===== config.mk =====
export PLATFORM = sky130hd
export DESIGN_NAME = ex_muldiv
export DESIGN_NICKNAME = d
export VERILOG_FILES = /design/src/rtl/ex_muldiv.sv
export SDC_FILE = /design/constraint.sdc
export NUM_CORES = 1
export LEC_CHECK = 0
export CORE_AREA = 2 2 165 167
export DETAILED_ROUTE_END_ITERATION = 6
export DIE_AREA = 0 0 167 169
export MAX_ROUTING_LAYER = met4
export PLACE_DENSITY = 0.85
export SLEW_MARGIN = 10
export SYNTH_ARGS = -nofsm -noshare
export SYNTH_HDL_FRONTEND = slang
export SYNTH_SLANG_ARGS = --single-unit

===== constraint.sdc =====
create_clock -name clk -period 11.2 [get_ports clk]
set_input_delay 2.8 -clock clk [delete_from_list [all_inputs] [get_ports clk]]
set_output_delay 2.8 -clock clk [all_outputs]
set_load 0.02 [all_outputs]

===== src/rtl/ex_muldiv.sv =====
`default_nettype none
// ============================================================================
//  Module   : ex_muldiv
//  Purpose  : Multi-cycle RV32M multiply/divide execute unit for the EX stage.
//             Shift-add multiply and restoring divide, one bit per cycle.
//             Divide-by-zero and signed overflow finish in one cycle.
//             The pipeline is held through stallreq_o while the unit iterates.
//  Ports    : clk, rst (sync, active-high)
//             start_i, op_i[2:0] (funct3), reg1_i, reg2_i, wd_i, flush_i
//             stallreq_o (comb), done_o, wdata_o, wd_o, wreg_o (registered)
//  Options  : BITTY_FAST_MUL_EN - multiplies use a single '*' and finish in
//             one cycle; divides are unchanged.
//  Revision : 1.0 - initial release
// ============================================================================
module ex_muldiv #(
    parameter int XLEN      = 32,
    parameter int REGADDR_W = 5
) (
    input  logic                 clk,
    input  logic                 rst,
    input  logic                 start_i,
    input  logic [2:0]           op_i,
    input  logic [XLEN-1:0]      reg1_i,
    input  logic [XLEN-1:0]      reg2_i,
    input  logic [REGADDR_W-1:0] wd_i,
    input  logic                 flush_i,
    output logic                 stallreq_o,
    output logic                 done_o,
    output logic [XLEN-1:0]      wdata_o,
    output logic [REGADDR_W-1:0] wd_o,
    output logic                 wreg_o
);

    localparam int            CW         = $clog2(XLEN);
    localparam logic [CW-1:0] c_cnt_last = CW'(XLEN - 1);

    typedef enum logic [1:0] {
        S_IDLE = 2'd0,
        S_CALC = 2'd1,
        S_DONE = 2'd2
    } state_t;

    state_t r_state, w_state_nxt;

    logic [CW-1:0]          r_cnt;
    logic [2:0]             r_op;
    logic [XLEN-1:0]        r_a;      // multiplicand (mul) or divisor (div)
    logic [2*XLEN-1:0]      r_acc;    // {hi, lo} product or {rem, quo}
    logic                   r_sign;   // product / quotient negative
    logic                   r_rsign;  // remainder negative (follows dividend)
    logic                   r_done;
    logic [XLEN-1:0]        r_wdata;
    logic [REGADDR_W-1:0]   r_wd;
    logic                   w_stall;

    // Picks the low half for MUL, the high half for MULH/MULHSU/MULHU.
    function automatic logic [XLEN-1:0] f_sel_mul(input logic [1:0] op,
                                                  input logic [2*XLEN-1:0] p);
        return (op == 2'd0) ? p[XLEN-1:0] : p[2*XLEN-1:XLEN];
    endfunction

    // ---------------------------------------------------------------- decode
    logic            w_start, w_sgn1, w_sgn2, w_neg1, w_neg2;
    logic [XLEN-1:0] w_mag1, w_mag2;
    logic            w_div0, w_ovf, w_special;
    logic [XLEN-1:0] w_special_res;

    assign w_start = start_i & ~flush_i;
    // rs1 signed for MUL/MULH/MULHSU/DIV/REM; rs2 signed for MUL/MULH/DIV/REM.
    assign w_sgn1  = op_i[2] ? ~op_i[0] : (op_i[1:0] != 2'd3);
    assign w_sgn2  = op_i[2] ? ~op_i[0] : ~op_i[1];
    assign w_neg1  = w_sgn1 & reg1_i[XLEN-1];
    assign w_neg2  = w_sgn2 & reg2_i[XLEN-1];
    assign w_mag1  = w_neg1 ? -reg1_i : reg1_i;
    assign w_mag2  = w_neg2 ? -reg2_i : reg2_i;

    assign w_div0    = op_i[2] & (reg2_i == '0);
    assign w_ovf     = op_i[2] & ~op_i[0] & (reg1_i == {1'b1, {(XLEN-1){1'b0}}})
                     & (reg2_i == '1);
    assign w_special = w_div0 | w_ovf;
    // Divide by zero: quotient all ones, remainder rs1.
    // Overflow: quotient rs1, remainder zero.
    assign w_special_res = w_div0 ? (op_i[1] ? reg1_i : '1)
                                  : (op_i[1] ? '0 : reg1_i);

    // --------------------------------------------------- optional fast multiply
    logic            w_fast_mul;
    logic [XLEN-1:0] w_fast_res;
`ifdef BITTY_FAST_MUL_EN
    logic signed [XLEN:0]     w_fa, w_fb;
    logic signed [2*XLEN-1:0] w_fa_ext, w_fb_ext, w_fp;
    assign w_fa       = {w_sgn1 & reg1_i[XLEN-1], reg1_i};
    assign w_fb       = {w_sgn2 & reg2_i[XLEN-1], reg2_i};
    assign w_fa_ext   = w_fa;
    assign w_fb_ext   = w_fb;
    assign w_fp       = w_fa_ext * w_fb_ext;
    assign w_fast_mul = ~op_i[2];
    assign w_fast_res = f_sel_mul(op_i[1:0], w_fp);
`else
    assign w_fast_mul = 1'b0;
    assign w_fast_res = '0;
`endif

    // ------------------------------------------------------ iterative datapath
    logic [XLEN:0]     w_hi_sum, w_rem_sh, w_rem_diff;
    logic              w_ge;
    logic [2*XLEN-1:0] w_mul_nxt, w_div_nxt, w_acc_nxt, w_prod;
    logic [XLEN-1:0]   w_quo, w_rem, w_calc_res;

    // Multiply: add the multiplicand into the high half when the current
    // multiplier bit (acc[0]) is set, then shift the whole accumulator right.
    assign w_hi_sum  = {1'b0, r_acc[2*XLEN-1:XLEN]} + (r_acc[0] ? {1'b0, r_a} : '0);
    assign w_mul_nxt = {w_hi_sum, r_acc[XLEN-1:1]};

    // Divide: shift the next dividend bit into the partial remainder and
    // subtract; a clear borrow bit means the divisor fit.
    assign w_rem_sh   = r_acc[2*XLEN-1:XLEN-1];
    assign w_rem_diff = w_rem_sh - {1'b0, r_a};
    assign w_ge       = ~w_rem_diff[XLEN];
    assign w_div_nxt  = {(w_ge ? w_rem_diff[XLEN-1:0] : w_rem_sh[XLEN-1:0]),
                         r_acc[XLEN-2:0], w_ge};

    assign w_acc_nxt = r_op[2] ? w_div_nxt : w_mul_nxt;

    // Sign fix-up applied to the value produced by the final step.
    assign w_prod = r_sign  ? -w_acc_nxt : w_acc_nxt;
    assign w_quo  = r_sign  ? -w_acc_nxt[XLEN-1:0]      : w_acc_nxt[XLEN-1:0];
    assign w_rem  = r_rsign ? -w_acc_nxt[2*XLEN-1:XLEN] : w_acc_nxt[2*XLEN-1:XLEN];
    assign w_calc_res = r_op[2] ? (r_op[1] ? w_rem : w_quo)
                                : f_sel_mul(r_op[1:0], w_prod);

    // ------------------------------------------------------------------- FSM
    always_comb begin
        w_state_nxt = r_state;
        w_stall     = 1'b0;
        case (r_state)
            S_IDLE: begin
                if (w_start) begin
                    w_stall     = 1'b1;
                    w_state_nxt = (w_special | w_fast_mul) ? S_DONE : S_CALC;
                end
            end
            S_CALC: begin
                w_stall = 1'b1;
                if (r_cnt == c_cnt_last) begin
                    w_state_nxt = S_DONE;
                end
            end
            S_DONE:  w_state_nxt = S_IDLE;
            default: w_state_nxt = S_IDLE;
        endcase
        // Flush or reset aborts immediately and releases the pipeline.
        if (flush_i | rst) begin
            w_state_nxt = S_IDLE;
            w_stall     = 1'b0;
        end
    end

    always_ff @(posedge clk) begin
        if (rst) begin
            r_state <= S_IDLE;
            r_cnt   <= '0;
            r_op    <= '0;
            r_a     <= '0;
            r_acc   <= '0;
            r_sign  <= 1'b0;
            r_rsign <= 1'b0;
            r_done  <= 1'b0;
            r_wdata <= '0;
            r_wd    <= '0;
        end else begin
            r_state <= w_state_nxt;
            r_done  <= 1'b0;
            case (r_state)
                S_IDLE: begin
                    if (w_start) begin
                        r_op    <= op_i;
                        r_wd    <= wd_i;
                        r_cnt   <= '0;
                        r_sign  <= w_neg1 ^ w_neg2;
                        r_rsign <= w_neg1;
                        // Mul keeps rs1 as multiplicand, shifts rs2 out of lo.
                        // Div keeps rs2 as divisor, shifts rs1 out of lo.
                        r_a     <= op_i[2] ? w_mag2 : w_mag1;
                        r_acc   <= {{XLEN{1'b0}}, (op_i[2] ? w_mag1 : w_mag2)};
                        if (w_special) begin
                            r_done  <= 1'b1;
                            r_wdata <= w_special_res;
                        end else if (w_fast_mul) begin
                            r_done  <= 1'b1;
                            r_wdata <= w_fast_res;
                        end
                    end
                end
                S_CALC: begin
                    if (!flush_i) begin
                        r_acc <= w_acc_nxt;
                        r_cnt <= r_cnt + 1'b1;
                        if (r_cnt == c_cnt_last) begin
                            r_done  <= 1'b1;
                            r_wdata <= w_calc_res;
                        end
                    end
                end
                default: ;
            endcase
        end
    end

    assign stallreq_o = w_stall;
    assign done_o     = r_done;
    assign wreg_o     = r_done;
    assign wdata_o    = r_wdata;
    assign wd_o       = r_wd;

endmodule
`default_nettype wire


==> impl_summary.txt <==
----------------------------------------------------
[STA]
  Highest clock frequency the design can meet ... 0.125 GHz
  Number of hold-slack violations in the final timing report ... 0
  Setup repair after global routing missed its margin ... false
  Post-route minimum period ... 8000 ps
  Tcrit/Tclk final ... 71.4%
  Final setup slack of the worst path ... 3200 ps
  Worst max-slew margin expressed relative to the limit ... 32.6%
  Worst clock skew ... 16.0 ps
  Worst hold slack ... 456 ps
  TNS Setup ... 0 ps
  Max-slew violation total from the final report ... 0
  Setup violations, final ... 0
  Worst Tran Pin Value ... 1010 ps

[Hold path]
  Count of cells along the worst hold path ... 2
  Hold Crit Start ... wdata_o[11]
  End of the worst hold path ... wdata_o[11]
  Worst min-delay path category ... register to register

[Yosys]
  Dominant cells by area after synthesis ... sky130_fd_sc_hd__dfxtp_1 18%, sky130_fd_sc_hd__nand2_1 6.4%, sky130_fd_sc_hd__nor2_1 6.0%
  Post-Syn Instances ... 2389
  Number of register bits inferred by synthesis ... 146
  EDFF count, synth ... 0
  Post-synthesis cell type with the largest combined area ... sky130_fd_sc_hd__dfxtp_1
  Mean instance size in the synthesized netlist ... 6.96 um^2
  Synth unique cells ... 98
  Area share of the largest cell type after synthesis ... 17.6%
  Synthesized netlist net count ... 2538
  Sequential element share of the synthesized area ... 17.6%
  Share of flip-flops with an asynchronous set or reset ... 0%
  Synthesis Warnings ... 0
  Cell area after technology mapping ... 16600 um^2
  Top_reg_cell synth ... sky130_fd_sc_hd__dfxtp_1

[Global route]
  Antenna violations before repair ... 3
  GR Overflow Total ... 0
  Number of global-route vias before repair ... 17577
  Total global-route track usage ... 48.6%
  Maximum number of pins on one net before global-route repair ... 71
  Global-route wire length before repair ... 104 mm

[Critical path]
  Required time of the worst setup path ... 8400 ps
  Setup slack on the worst flop-to-flop path ... 4240 ps
  Cell depth of the worst flop-to-flop path ... 23
  Path type of the worst setup path ... input port to primary output
  Worst Setup Start Kind ... input port
  Reg-to-reg endpoint ... wdata_o[26]
  Critical path data arrival time ... 5200 ps
  Launch instance of the worst register-to-register path ... r_a[19]
  Critical path endpoint category ... primary output
  Highest net fanout along the worst path ... 52

[Placed design]
  Quantity of I/O buffers inserted on ports ... 115
  Gp weighted congestion ... 1.06
  Worst slack, placed ... 3290 ps
  Post-DP HPWL ... 52.6 mm

[Cells and area]
  Leading cell type in the layout, fill and taps excluded ... sky130_fd_sc_hd__nand2_1
  Post-layout net count ... 2546
  Fraction of layout cells with a size suffix above 1 ... 5.73%
  Filler Cell Count ... 2291
  Area Overhead vs Synth ... 10.8%
  Most used cells in the layout excluding fill and tap cells ... 283 x sky130_fd_sc_hd__nand2_1, 265 x sky130_fd_sc_hd__nor2_1, 187 x sky130_fd_sc_hd__a21oi_1, 145 x sky130_fd_sc_hd__dfxtp_1, 131 x sky130_fd_sc_hd__o21ai_0

[Clock network]
  Master cell of the clock root buffer ... sky130_fd_sc_hd__clkbuf_16
  Clock buffers created by TritonCTS ... 17
  Number of setup buffers added after CTS ... 0
  TritonCTS clock tree ... done
  CTS H-tree depth ... 4
  Clock latency of the later-clocked register in the worst-skew pair ... 450 ps
  Clock slew at reported path FFs ... 70 ps
  Resized cells post-CTS ... 0
  Cts-stage hold buffer count ... 0
  Number of sinks on the clock net ... 146
  Maximum root-to-sink buffer count ... 2

[Power and ir drop]
  Net switching power figure ... 726 uW
  Combinational fraction of design power ... 35.0%
  Power Density ... 97.6 nW/um^2
  Peak supply drop ... 0.000101 V
  Total internal power ... 1070 uW
  LEAKAGE ... 0.00696 uW
  Proportion of power drawn by flip-flops and latches ... 31.3%
  Pwr Total ... 1800 uW
  Switching Share ... 40.4%
  Clock network power share ... 33.7%

[Die]
  Die X ... 167 um
  Core Rows ... 60
  DIE HEIGHT ... 169 um
  Initial standard-cell utilization of the core ... 62.7%
  Boundary Pins ... 116
  Core Footprint ... 26500 um^2
  Area of the die ... 28200 um^2

[Drt]
  Total wire length ... 69.5 mm
  Length of the first detailed-routing pass in iterations ... 7
  Number of nets still failing antenna checks after routing ... 0
  Count of unresolved DRC violations after routing ... 7
  First DRT Iteration DRCs ... 3152
  Via count ... 19762
  Average wire per cell in the routed design ... 25.3 um
  Drt via density ... 7.18

[Outcome]
  Status ... finished with violations
  Violated checks ... DRC

[Flow run]
  Number of maximum-capacitance violations ... 0

----------------------------------------------------
[flip-flops by register name, summed over array words and instances, names as in the netlist]
register,flops
wd_o,5
r_state,2
r_a,32
r_op,3
r_sign,1
r_cnt,5
r_rsign,1
r_acc,64
wdata_o,32
done_o,1
[stage by stage]
stage / cell area (um^2) / utilization (%) / cells
after floorplan: 16600 / - / 2389
after global placement: 17800 / 67.3 / 2719
after detailed placement: 17800 / 67.3 / 2719
after CTS: 18400 / 69.5 / 2751
after global routing: 18400 / 69.5 / 2752
final: 18400 / 69.5 / 2752
[layout make-up]
cell class	instances	area, um^2	area share, %
clock inverter	14	140	0.761
antenna	1	2.50	0.0136
sequential	146	2930	15.9
clock buffer	18	450	2.44
timing repair buffer	151	1410	7.67
tap	341	427	2.32
multi-input combinational	2000	12800	69.3
inverter	81	304	1.65
[power by group through the flow]
stage	clock, uW	sequential [uW]	combinational [uW]
after floorplan	0	563	397
after global placement	0	571	587
after detailed placement	0	572	597
after CTS	599	560	600
after global routing	619	563	659
final	606	562	630
[cell families after synthesis]
kind of cell / Yosys count / synth area share (%)
buffers and inverters: 243 / 5.94
AND/OR/NAND/NOR: 918 / 26.2
XOR/XNOR: 170 / 8.95
AO/OA/AOI/OAI: 741 / 29.7
flip-flops: 146 / 17.6
multiplexers: 71 / 4.41
adder cells (fa/ha/maj): 100 / 7.21
[critical path: stages]
cell,delay [ps]
sky130_fd_sc_hd__clkdlybuf4s50_1,700
sky130_fd_sc_hd__nor4b_2,320
sky130_fd_sc_hd__buf_4,510
sky130_fd_sc_hd__nor2_4,90
sky130_fd_sc_hd__nor2_1,140
sky130_fd_sc_hd__clkdlybuf4s50_1,620
[layer usage]
metal / part of all wire, % / global-route usage (%) / vias to the layer above
met4: 6.8 / 27.6 / 0
met5: 0 / - / -
met3: 13 / 11.7 / 310
li1: - / - / 8760
met1: 38 / 60.8 / 9099
met2: 42 / 71.7 / 1593
[Yosys cell counts (21+ instances only)]
cell type / count
sky130_fd_sc_hd__a211oi_1: 52
sky130_fd_sc_hd__a21o_1: 25
sky130_fd_sc_hd__a21oi_1: 187
sky130_fd_sc_hd__a22oi_1: 37
sky130_fd_sc_hd__a31oi_1: 33
sky130_fd_sc_hd__and2_1: 48
sky130_fd_sc_hd__buf_2: 24
sky130_fd_sc_hd__clkbuf_1: 121
sky130_fd_sc_hd__dfxtp_1: 146
sky130_fd_sc_hd__ha_1: 71
sky130_fd_sc_hd__inv_1: 77
sky130_fd_sc_hd__maj3_1: 27
sky130_fd_sc_hd__mux2i_1: 57
sky130_fd_sc_hd__nand2_1: 283
sky130_fd_sc_hd__nand3_1: 46
sky130_fd_sc_hd__nand4_1: 24
sky130_fd_sc_hd__nor2_1: 267
sky130_fd_sc_hd__nor3_1: 93
sky130_fd_sc_hd__o211ai_1: 70
sky130_fd_sc_hd__o21ai_0: 133
sky130_fd_sc_hd__o31ai_1: 21
sky130_fd_sc_hd__or3_1: 27
sky130_fd_sc_hd__xnor2_1: 99
sky130_fd_sc_hd__xor2_1: 71
[how the worst max path moves through the flow]
stage               slack, ps  cells after the start    endpoint    start
floorplan                3980                      6  stallreq_o  flush_i
finish                   3200                      6  stallreq_o  flush_i
detailed placement       3290                      6  stallreq_o  flush_i
CTS                      3290                      6  stallreq_o  flush_i
global route             3160                      6  stallreq_o  flush_i
global placement         3350                      6  stallreq_o  flush_i
Power figures use the tool's default switching activity.
